==> src/rtl/xgmii_tx_arbiter.sv <==
// Two-port AXI-stream to byte-wide XGMII TX sequencer: round-robin at frame boundaries,
// Start/preamble/SFD/Terminate framing, minimum IFG. Optional macro: XGMII_ARB_TUSER_ERR_EN.
module xgmii_tx_arbiter #(
    parameter int unsigned IFG_BYTES = 12
) (
    input  logic       clk,
    input  logic       rst_n,
    input  logic [7:0] s0_tdata,
    input  logic       s0_tvalid,
    output logic       s0_tready,
    input  logic       s0_tlast,
    input  logic       s0_tuser,
    input  logic [7:0] s1_tdata,
    input  logic       s1_tvalid,
    output logic       s1_tready,
    input  logic       s1_tlast,
    input  logic       s1_tuser,
    output logic [7:0] xgmii_txd,
    output logic       xgmii_txc,
    output logic       grant,
    output logic       busy,
    output logic       underrun
);

    localparam logic [7:0] XG_IDLE  = 8'h07;
    localparam logic [7:0] XG_START = 8'hFB;
    localparam logic [7:0] XG_PRE   = 8'h55;
    localparam logic [7:0] XG_SFD   = 8'hD5;
    localparam logic [7:0] XG_TERM  = 8'hFD;
    localparam logic [7:0] XG_ERR   = 8'hFE;
    localparam logic [7:0] IFG_LOAD = 8'(IFG_BYTES - 1);
    localparam logic [2:0] PRE_LAST = 3'd6;

    typedef enum logic [2:0] {
        ST_IDLE     = 3'd0,
        ST_PREAMBLE = 3'd1,
        ST_DATA     = 3'd2,
        ST_TERM     = 3'd3,
        ST_IFG      = 3'd4
    } state_t;

    state_t     state_q, state_d;
    logic [2:0] pre_cnt_q, pre_cnt_d;
    logic [7:0] ifg_cnt_q, ifg_cnt_d;
    logic       grant_q, grant_d;
    logic       last_q, last_d;
    logic [7:0] txd_q, txd_d;
    logic       txc_q, txc_d;
    logic       busy_q, busy_d;
    logic       underrun_q, underrun_d;

    logic [7:0] sel_tdata_s;
    logic       sel_tvalid_s;
    logic       sel_tlast_s;
    logic       pick_s;

`ifdef XGMII_ARB_TUSER_ERR_EN
    logic       sel_tuser_s;
    assign sel_tuser_s = grant_q ? s1_tuser : s0_tuser;
`else
    logic       unused_tuser_s;
    assign unused_tuser_s = s0_tuser ^ s1_tuser;
`endif

    // Beat fields of the port that owns the current frame
    always_comb begin
        if (grant_q) begin
            sel_tdata_s  = s1_tdata;
            sel_tvalid_s = s1_tvalid;
            sel_tlast_s  = s1_tlast;
        end else begin
            sel_tdata_s  = s0_tdata;
            sel_tvalid_s = s0_tvalid;
            sel_tlast_s  = s0_tlast;
        end
    end

    // Round-robin pick: on contention the port that did not go last wins
    always_comb begin
        pick_s = 1'b0;
        if (s0_tvalid && s1_tvalid) begin
            pick_s = ~last_q;
        end else if (s1_tvalid) begin
            pick_s = 1'b1;
        end else begin
            pick_s = 1'b0;
        end
    end

    // Next-state, counters and next output character
    always_comb begin
        state_d    = state_q;
        pre_cnt_d  = pre_cnt_q;
        ifg_cnt_d  = ifg_cnt_q;
        grant_d    = grant_q;
        last_d     = last_q;
        txd_d      = XG_IDLE;
        txc_d      = 1'b1;
        underrun_d = 1'b0;
        case (state_q)
            ST_IDLE: begin
                if (s0_tvalid || s1_tvalid) begin
                    grant_d   = pick_s;
                    last_d    = pick_s;
                    pre_cnt_d = 3'd0;
                    txd_d     = XG_START;
                    txc_d     = 1'b1;
                    state_d   = ST_PREAMBLE;
                end else begin
                    state_d   = ST_IDLE;
                end
            end
            ST_PREAMBLE: begin
                txc_d = 1'b0;
                if (pre_cnt_q == PRE_LAST) begin
                    txd_d     = XG_SFD;
                    pre_cnt_d = 3'd0;
                    state_d   = ST_DATA;
                end else begin
                    txd_d     = XG_PRE;
                    pre_cnt_d = pre_cnt_q + 3'd1;
                end
            end
            ST_DATA: begin
                if (sel_tvalid_s) begin
                    txd_d = sel_tdata_s;
                    txc_d = 1'b0;
`ifdef XGMII_ARB_TUSER_ERR_EN
                    if (sel_tuser_s) begin
                        txd_d = XG_ERR;
                        txc_d = 1'b1;
                    end else begin
                        txc_d = 1'b0;
                    end
`endif
                    if (sel_tlast_s) begin
                        state_d = ST_TERM;
                    end else begin
                        state_d = ST_DATA;
                    end
                end else begin
                    // Source starved mid-frame: poison the slot, keep the frame open
                    txd_d      = XG_ERR;
                    txc_d      = 1'b1;
                    underrun_d = 1'b1;
                end
            end
            ST_TERM: begin
                txd_d     = XG_TERM;
                txc_d     = 1'b1;
                ifg_cnt_d = IFG_LOAD;
                state_d   = ST_IFG;
            end
            ST_IFG: begin
                if (ifg_cnt_q == 8'd0) begin
                    state_d = ST_IDLE;
                end else begin
                    ifg_cnt_d = ifg_cnt_q - 8'd1;
                end
            end
            default: begin
                state_d = ST_IDLE;
            end
        endcase
    end

    assign busy_d = (state_d != ST_IDLE);

    // State, counters and registered XGMII outputs
    always_ff @(posedge clk or negedge rst_n) begin
        if (!rst_n) begin
            state_q    <= ST_IDLE;
            pre_cnt_q  <= 3'd0;
            ifg_cnt_q  <= 8'd0;
            grant_q    <= 1'b0;
            last_q     <= 1'b1;
            txd_q      <= XG_IDLE;
            txc_q      <= 1'b1;
            busy_q     <= 1'b0;
            underrun_q <= 1'b0;
        end else begin
            state_q    <= state_d;
            pre_cnt_q  <= pre_cnt_d;
            ifg_cnt_q  <= ifg_cnt_d;
            grant_q    <= grant_d;
            last_q     <= last_d;
            txd_q      <= txd_d;
            txc_q      <= txc_d;
            busy_q     <= busy_d;
            underrun_q <= underrun_d;
        end
    end

    assign s0_tready = (state_q == ST_DATA) && !grant_q;
    assign s1_tready = (state_q == ST_DATA) &&  grant_q;
    assign xgmii_txd = txd_q;
    assign xgmii_txc = txc_q;
    assign grant     = grant_q;
    assign busy      = busy_q;
    assign underrun  = underrun_q;

endmodule
==> config.mk <==
export PLATFORM = sky130hd
export DESIGN_NAME = xgmii_tx_arbiter
export DESIGN_NICKNAME = d
export VERILOG_FILES = /design/src/rtl/xgmii_tx_arbiter.sv
export SDC_FILE = /design/constraint.sdc
export NUM_CORES = 1
export LEC_CHECK = 0
export CORE_MARGIN = 8
export CORE_UTILIZATION = 28
export DETAILED_ROUTE_END_ITERATION = 8
export REMOVE_ABC_BUFFERS = 1
export SLEW_MARGIN = 5
export SYNTH_ARGS = -nofsm -noshare
export SYNTH_HDL_FRONTEND = slang
export SYNTH_SLANG_ARGS = --single-unit
export TNS_END_PERCENT = 20
==> constraint.sdc <==
create_clock -name clk -period 1.95 [get_ports clk]
set_input_delay 0.195 -clock clk [delete_from_list [all_inputs] [get_ports clk]]
set_output_delay 0.195 -clock clk [all_outputs]
set_load 0.01 [all_outputs]
==> impl_metrics.toml <==
[outcome]
status = "finished, final reports clean"

[hold_path]
min_path_type = "in2async"

[synthesis]
syn_inst = 143
ys.flop_type = "dfrtp_1"
yosysMostFrequentCell = "dfrtp_1"
ys_seq_area_frac = 0.505
synth.distinct_cells = 37
synth-seq-cells = 27
syn-cell-area_sq_um = 1350
synthArstFlopShare = 1.00
synth_commonest_cells = "dfrtp_1 (22), nand2_1 (18), nor2_1 (15)"
yosysTopAreaCell = "dfrtp_1"
netlist.area_leader.share = 0.408
synthTopCellsByArea = "dfrtp_1 (41%), dfstp_2 (9.7%), mux2i_1 (5.9%), a21oi_1 (5.2%), nand2_1 (5.0%)"
syn_avg_cell_area_sq_um = 9.44
synth_edf_count = 0
ys_warn_count = 0

[worst_setup_path]
cp.arrival_ps = 1680
path_cells = "nor2_1 > nand2_1 > nor2_1 > clkdlybuf4s50_1"
timing.rr.end = "ifg_cnt_q[4]"
worstReg2RegStart = "ifg_cnt_q[0]"
cp_common_cell = "nor2_1"
cpPeakStageDelay_ps = 550
critPathTopFamily = "buffers and inverters"
worst-path-max-fanout = 11
rrSetupSlack_ps = 180
path_buf_inv = 1
reg2reg_depth = 6
start_kind = "flip-flop"
end_kind = "output pin"
required_ps = 1750
critical_path_class = "reg2out"
cp_slowest_cell = "clkdlybuf4s50_1"

[place]
dp_hpwl_um = 2470
gp_congestion = 0.767
portBuffers = 35

[timing]
slew_headroom = 0.706
final_max_slew_viol_count = 0
holdWs_ps = 283
setup_viol = 0
max_freq_ghz = 0.533
skew_ps = 4.94
worstMarginPinSlew_ps = 438
fin_crit_sh = 0.962
hold_viol = 0
post-route-min-period_ps = 1880

[detailed_routing]
vias_per_cell = 4.92
drtIter0Drc = 93
antenna_left = 0
firstDrtPassIters = 4
vias = 1181
drt_wl_total_um = 3150
drc_errors = 0
wl_per_cell_um = 13.1

[power_and_ir_drop]
cellPowerDensity_nw_per_um2 = 1220
total_leakage_power_nw = 0.804
finalPower_mw = 2.27
irDropWorstVdd_uv = 307

[layout]
fillers = 490
n_antenna_cell = 0
layout.nets = 212
syn2layout_area_growth_pct = 37.7
drive_gt1_frac = 0.140

[global_route]
grt_overflow_total = 0
grt_pass1_wl_um = 5140
grt_max_degree = 28
antenna_found_initial = 0
groute.usage.overall = 0.0872
grt_pass1_vias = 1138

[clock_network]
insertion_delay_ps = 270
clock-sinks = 27
cts-root-buf = "clkbuf_8"
htreeDepth = 1
path_clk_slew_ps = 90
cts_inserted_buffers = 3
cts_tree = "built"
clk_path_buf_depth = 2

[job]
cap_viol_max_count = 0

[floorplan]
fp.dieH_um = 85.4
die_area_sq_um = 7300
die_w_um = 85.4
core_area_sq_um = 4690
row_count = 25
initial_core_util = 0.288
io_pins = 38
==> report_power, final <==
| part | internal, mW | total [mW] | switching [mW] |
|---|---|---|---|
| Combinational | 0.534 | 1.01 | 0.480 |
| Sequential | 0.779 | 0.953 | 0.174 |
| Clock | 0.146 | 0.308 | 0.162 |
==> cell type report <==
class / instances / area, sq um / share of cell area
clock buffer: 4 / 45.0 / 0.0242
sequential: 27 / 684 / 0.368
tap: 54 / 67.6 / 0.0363
inverter: 3 / 11.3 / 0.00606
multi-input combinational: 108 / 633 / 0.341
timing repair buffer: 44 / 418 / 0.225
==> layer usage <==
metal	global-route usage	vias up	routed length (um)
met5	0	-	0
met4	0.0430	0	40
met3	0.0222	2	189
met2	0.144	27	1460
met1	0.102	560	1460
li1	-	592	-
==> worst max path at each step <==
stage                 start            to  cells after the start
2_1_floorplan  ifg_cnt_q[0]  ifg_cnt_q[4]                      6
5_1_grt        ifg_cnt_q[0]  ifg_cnt_q[4]                      6
4_1_cts          state_q[0]     s0_tready                      4
3_3_place_gp   ifg_cnt_q[0]  ifg_cnt_q[4]                      6
6_report         state_q[0]     s0_tready                      4
3_5_place_dp   ifg_cnt_q[0]  ifg_cnt_q[4]                      6
==> flip-flops by register name (all words and copies together) (netlist names) <==
signal / flops
xgmii_txc: 1
busy: 1
underrun: 1
xgmii_txd: 8
ifg_cnt_q: 8
pre_cnt_q: 3
state_q: 3
grant: 1
last_q: 1
==> per-stage QoR <==
stage	utilization	setup TNS [ps]	setup WS, ps	std cells	cell area [sq um]
after floorplan	-	0	306	138	1330
after global placement	0.385	0	176	235	1800
after detailed placement	0.385	0	155	235	1800
after CTS	0.394	0	40.7	239	1850
after global routing	0.396	-7.52	-7.52	240	1860
final	0.396	0	75.0	240	1860
==> logic make-up (layout without fill, tap and decap cells) <==
| logic type | Yosys count | after routing | share of synthesized area |
|---|---|---|---|
| mux | 8 | 8 | 0.0593 |
| buf+inv | 8 | 51 | 0.0259 |
| simple gates | 62 | 62 | 0.236 |
| compound gates | 37 | 37 | 0.164 |
| fa+ha+maj | 1 | 1 | 0.00927 |
| flops | 27 | 27 | 0.505 |
==> timing repair <==
item | 4_1_cts | 5_1_grt
endpoints found under the setup margin | 0 | 3
hold buffers | 0 | 0
gates resized for setup | 0 | 2
buffers inserted | 0 | 1
==> cells in the final DEF, fill, tap and decap left out, drive strengths merged, types with 2 or more instances in the layout <==
master and instances:
nand2b 3, o31ai 2, or4 3, and2 2, clkbuf 4, nand3 2
nor3b 2, o22ai 2, nand2 18, mux2i 8, nor2 15, or2 4
a31oi 2, inv 3, dfrtp 22, clkdlybuf4s50 35, nor2b 3, or3 3
buf 9, o21ai 10, a21oi 14, nor3 3, dfstp 5, a211oi 2
No activity file was read; power rests on OpenSTA's default activity.
